$ cat src/rtl/vend_sched.sv
// Round-robin coin scheduler for a shared vending engine.
// Optional stats counters: define VEND_SCHED_STATS_EN.
module vend_sched #(
  parameter int unsigned TIMEOUT = 15,
  parameter int unsigned GAP     = 1
) (
  input  logic       clk,
  input  logic       rst_n,
  input  logic [3:0] req,
  input  logic [7:0] mode,
  output logic [3:0] gnt,
  output logic [1:0] coin,
  input  logic       eng_vld,
  input  logic [1:0] eng_chg,
  output logic [3:0] done,
  output logic       chg,
  output logic       err,
  output logic       busy
`ifdef VEND_SCHED_STATS_EN
  ,
  output logic [15:0] vend_cnt,
  output logic [7:0]  err_cnt
`endif
);

  typedef enum logic [4:0] {
    S_IDLE = 5'b00001,
    S_COIN = 5'b00010,
    S_GAP  = 5'b00100,
    S_WAIT = 5'b01000,
    S_DONE = 5'b10000
  } state_e;

  state_e     state_q, state_d;
  logic [1:0] own_q, own_d;
  logic [1:0] md_q, md_d;
  logic [1:0] idx_q, idx_d;
  logic [1:0] last_q, last_d;
  logic [2:0] gcnt_q, gcnt_d;
  logic [7:0] wcnt_q, wcnt_d;
  logic       chg_q, chg_d;
  logic       err_q, err_d;

  logic [1:0] code;
  logic       fin;
  logic [1:0] pick;
  logic [1:0] cand;
  logic       hit;

  always_comb begin
    code = 2'd0;
    case (md_q)
      2'd0:    code = 2'd1;
      2'd1:    code = (idx_q == 2'd0) ? 2'd1 : 2'd2;
      2'd2:    code = (idx_q == 2'd0) ? 2'd2 : 2'd1;
      default: code = 2'd2;
    endcase
    fin = (idx_q == ((md_q == 2'd0) ? 2'd2 : 2'd1));
  end

  always_comb begin
    pick = last_q;
    cand = 2'd0;
    hit  = 1'b0;
    for (int i = 1; i <= 4; i++) begin
      cand = last_q + 2'(i);
      if (!hit && req[cand]) begin
        pick = cand;
        hit  = 1'b1;
      end
    end
  end

  always_comb begin
    state_d = state_q;
    own_d   = own_q;
    md_d    = md_q;
    idx_d   = idx_q;
    last_d  = last_q;
    gcnt_d  = gcnt_q;
    wcnt_d  = wcnt_q;
    chg_d   = chg_q;
    err_d   = 1'b0;
    case (state_q)
      S_IDLE: begin
        if (hit) begin
          own_d   = pick;
          md_d    = 2'(mode >> {pick, 1'b0});
          idx_d   = 2'd0;
          state_d = S_COIN;
        end
      end
      S_COIN: begin
        if (eng_vld) begin
          err_d   = 1'b1;
          last_d  = own_q;
          state_d = S_IDLE;
        end else if (fin) begin
          wcnt_d  = 8'd0;
          state_d = S_WAIT;
        end else begin
          idx_d = idx_q + 2'd1;
          if (GAP == 0) begin
            state_d = S_COIN;
          end else begin
            gcnt_d  = 3'd0;
            state_d = S_GAP;
          end
        end
      end
      S_GAP: begin
        if (eng_vld) begin
          err_d   = 1'b1;
          last_d  = own_q;
          state_d = S_IDLE;
        end else if (gcnt_q == 3'(GAP - 1)) begin
          state_d = S_COIN;
        end else begin
          gcnt_d = gcnt_q + 3'd1;
        end
      end
      S_WAIT: begin
        if (eng_vld) begin
          chg_d   = |eng_chg;
          state_d = S_DONE;
        end else if (wcnt_q == 8'(TIMEOUT - 1)) begin
          err_d   = 1'b1;
          last_d  = own_q;
          state_d = S_IDLE;
        end else begin
          wcnt_d = wcnt_q + 8'd1;
        end
      end
      S_DONE: begin
        last_d  = own_q;
        state_d = S_IDLE;
      end
      default: state_d = S_IDLE;
    endcase
  end

  always_ff @(posedge clk or negedge rst_n) begin
    if (!rst_n) begin
      state_q <= S_IDLE;
      own_q   <= 2'd0;
      md_q    <= 2'd0;
      idx_q   <= 2'd0;
      last_q  <= 2'd3;
      gcnt_q  <= 3'd0;
      wcnt_q  <= 8'd0;
      chg_q   <= 1'b0;
      err_q   <= 1'b0;
    end else begin
      state_q <= state_d;
      own_q   <= own_d;
      md_q    <= md_d;
      idx_q   <= idx_d;
      last_q  <= last_d;
      gcnt_q  <= gcnt_d;
      wcnt_q  <= wcnt_d;
      chg_q   <= chg_d;
      err_q   <= err_d;
    end
  end

  // Outputs decode registered state only, so reset clears them at once.
  assign busy = (state_q != S_IDLE);
  assign gnt  = busy ? (4'b0001 << own_q) : 4'b0000;
  assign coin = (state_q == S_COIN) ? code : 2'd0;
  assign done = (state_q == S_DONE) ? (4'b0001 << own_q) : 4'b0000;
  assign chg  = (state_q == S_DONE) && chg_q;
  assign err  = err_q;

`ifdef VEND_SCHED_STATS_EN
  logic [15:0] vcnt_q, vcnt_d;
  logic [7:0]  ecnt_q, ecnt_d;

  always_comb begin
    vcnt_d = vcnt_q;
    ecnt_d = ecnt_q;
    if (state_q == S_DONE && vcnt_q != 16'hFFFF) vcnt_d = vcnt_q + 16'd1;
    if (err_q && ecnt_q != 8'hFF) ecnt_d = ecnt_q + 8'd1;
  end

  always_ff @(posedge clk or negedge rst_n) begin
    if (!rst_n) begin
      vcnt_q <= 16'd0;
      ecnt_q <= 8'd0;
    end else begin
      vcnt_q <= vcnt_d;
      ecnt_q <= ecnt_d;
    end
  end

  assign vend_cnt = vcnt_q;
  assign err_cnt  = ecnt_q;
`endif

endmodule

$ cat config.mk
export PLATFORM = sky130hd
export DESIGN_NAME = vend_sched
export DESIGN_NICKNAME = d
export VERILOG_FILES = /design/src/rtl/vend_sched.sv
export SDC_FILE = /design/constraint.sdc
export NUM_CORES = 1
export LEC_CHECK = 0
export ABC_AREA = 1
export CAP_MARGIN = 20
export CORE_ASPECT_RATIO = 1.2
export CORE_UTILIZATION = 53
export DETAILED_ROUTE_END_ITERATION = 16
export PLACE_DENSITY = 0.87
export SYNTH_ARGS = -nofsm -noshare
export SYNTH_HDL_FRONTEND = slang
export SYNTH_SLANG_ARGS = --single-unit
$ cat constraint.sdc
create_clock -name clk -period 1.85 [get_ports clk]
set_input_delay 0.555 -clock clk [delete_from_list [all_inputs] [get_ports clk]]
set_output_delay 0.555 -clock clk [all_outputs]
set_load 0.01 [all_outputs]
==> impl_metrics.ini <==
[setup_path]
r2r_slack_ps = -120
reg2reg_to = md_q[0]
ff2ff_path_depth = 12
cp.arrival_ps = 1590
cp.required_ps = 1290
crit_type = register to output port
critPathLaunchType = register
critPathMaxFanout = 4
cpMaxStageDelayCell = dfrtp_1
cp_top_family = buffers and inverters
cpPeakStageDelay_ps = 420
r2r_start = last_q[0]
endpoint_kind = output port
worstPathCellList = nor2_2 -> buf_4 -> nand4_1 -> inv_2 -> buf_6 -> nor3_2 -> buf_2
path_buf_inv = 4

[hold_path]
hp-start = md_q[0]
holdPathStages = 2
holdPathEnd = md_q[0]
hold_path_class = register to register

[timing]
setup_viol = 18
clock_skew_ps = 10.35
tightest_slew_ps = 342.8
fin_crit_sh = 1.161
hold_viol_final = 0
setup_slack_ps = -297.6
maxSlewViolCount = 0
grt_setup_unrepaired = true
max_freq_ghz = 0.4656
min_period_ps = 2148
relSlewSlack = 0.7715

[synthesis]
syn_nets = 271
synth_cell_type_count = 33
syn_area_sq_mm = 0.001828
yosysTopAreaCellShare = 0.3149
ys_seq_area_frac = 0.3580
synthCells = 249
syn_avg_cell_area_sq_um = 7.341
yosys_warnings = 0
ys.flop_type = dfrtp_1
ys_ff_latch = 26
async_flop_share = 1.000
synth.largest_area_cell = dfrtp_1
synth_edf_count = 0
synthTopCellsByArea = dfrtp_1, nand2_1, nand3_1

[cells_and_area]
drive_above_1_share = 0.4375
final-seq-area_sq_um = 654.4
diodes = 0
multi_input_area_sq_mm = 0.001212
syn_to_final_growth_pct = 48.46
final_nets = 343
design_area_sq_mm = 0.002714
fillerInstances = 194

[die]
coreArea_sq_mm = 0.003309
die_x_microns = 55.61
fp.dieArea_sq_mm = 0.003689
start_util = 0.5524
die_height_microns = 66.34
ios = 30
num_rows = 23

[clocking]
cts-buffers-inserted = 3
htreeDepth = 1
clk_pin_slew_ps = 90
cts_tree = built
cts-root-buf = clkbuf_8
clk_path_buf_depth = 2
clk_latency_ps = 280
clkSinkCount = 26
cts_hold_buffers = 0

[placement]
gp_congestion = 0.8819
dpl.hpwl_microns = 3169
placed_area_sq_mm = 0.002322
numPortBuffers = 29

[pwr]
powerDensity_mw_per_mm2 = 1686
total_power_mw = 4.576
vdd_drop_max_mv = 1.233
power.leakage_nw = 1.369

[routing]
vias = 2064
remaining_drc_errors = 0
drt_pass1_iterations = 5
via_per_inst = 5.782
wire_per_inst_microns = 16.63
dr.first_iter.drc_count = 138
ant_nets = 0
routed_wl_microns = 5936

[grt]
grt_pass1_vias = 1792
antenna_found_initial = 0
grt_pass1_wl_microns = 7569
grt_overflow_total = 0
grt_max_degree = 27
grt_usage = 0.2605

[status]
status = finished with violations
failed_checks = setup timing

[flow_run]
max_cap_viol_count = 0
[layout make-up]
type	instances	share of cell area
multi-input combinational	182	0.4467
inverter	39	0.05947
clock inverter	1	0.01107
clock buffer	3	0.01521
tap	37	0.01706
timing repair buffer	69	0.2093
sequential	26	0.2411
[synthesized netlist by cell type, types with 3 or more instances]
library cell and count:
a21oi_1 7, xor2_1 5, nand3_1 26, nor2_1 16
ha_1 5, dfstp_2 3, inv_2 9, o21ai_0 14
inv_1 27, dfrtp_1 23, nor2_2 3, nand4_1 6
nand2_2 13, nand2_1 55, nand3_2 4, nor3_1 10
[registers in the layout (all words and copies together) (netlist names)]
name	count
wcnt_q	8
state_q	5
gcnt_q	3
idx_q	2
last_q	2
md_q	2
own_q	2
chg_q	1
err	1
[metrics by stage]
stage	TNS (ps)	util	instances	hold WS, ps	setup WS, ps
2_1_floorplan	0	-	249	259.4	176.4
3_3_place_gp	-2918	0.7017	337	499.1	-181.9
3_5_place_dp	-4010	0.7017	337	495.1	-283.3
4_1_cts	-793.5	0.7278	346	522.3	-157.5
5_1_grt	-3572	0.8200	357	561.0	-330.1
6_report	-2392	0.8200	357	532.7	-297.6
[how the worst max path moves through the flow]
stage / endpoint / startpoint / depth (start not counted)
2_1_floorplan: gnt[0] / state_q[2] / 4
3_3_place_gp: gnt[0] / state_q[2] / 6
3_5_place_dp: idx_q[1] / eng_vld / 10
4_1_cts: gnt[0] / state_q[3] / 7
5_1_grt: gnt[2] / state_q[2] / 7
6_report: gnt[2] / state_q[2] / 7
[cell usage in the layout, fill, tap and decap left out, types with 2 or more instances in the layout]
cell type	n
nor2_2	4
nand3_2	14
dfstp_2	3
o31ai_1	2
a21oi_2	3
nor2_1	15
dlymetal6s2s_1	3
nand4_1	6
dfrtp_1	23
o21ai_2	4
nand2_4	14
inv_4	4
nand3_4	2
xor2_1	5
nor3_2	3
ha_1	4
clkdlybuf4s15_2	2
clkbuf_8	3
o21ai_1	3
buf_6	4
buf_2	9
o21ai_0	11
inv_1	24
nor3_1	7
inv_2	9
nand2_2	18
nand3_1	14
buf_4	37
a21oi_1	5
clkdlybuf4s50_1	14
nand2_1	38
[tightest hold or removal path: cells and delay by family (launching register included)]
family           cells  cell delay [ps]
and+or+nand+nor      2              120
DFF                  1              390
[power breakdown]
part           internal (mW)  leakage [nW]  switching (mW)
clock                  0.290        0.0357           0.187
combinational           1.28          1.01            1.81
sequential             0.783         0.324           0.234
total                   2.35          1.37            2.23
[logic make-up after synthesis]
group           count (synthesis)  synth area share
simple gates                  139            0.3799
flops                          26            0.3580
compound gates                 33            0.1088
fa+ha+maj                       5           0.03422
xor+xnor                        5           0.02396
buf+inv                        41           0.09514
[metal layers]
metal / vias up / part of all wire / GRT usage
li1: 961 / - / -
met1: 976 / 0.37 / 0.2986
met2: 99 / 0.54 / 0.4774
met5: - / 0 / 0
met3: 28 / 0.051 / 0.02935
met4: 0 / 0.037 / 0.1344
[timing repair]
action | 4_1_cts | 5_1_grt
pin swaps | 3 | 28
hold endpoints to repair | 0 | 0
endpoints found under the setup margin | 14 | 22
gates resized for setup | 54 | 61
cloned | 0 | 0
setup buffers | 5 | 12
(Power assumes the default switching activity.)
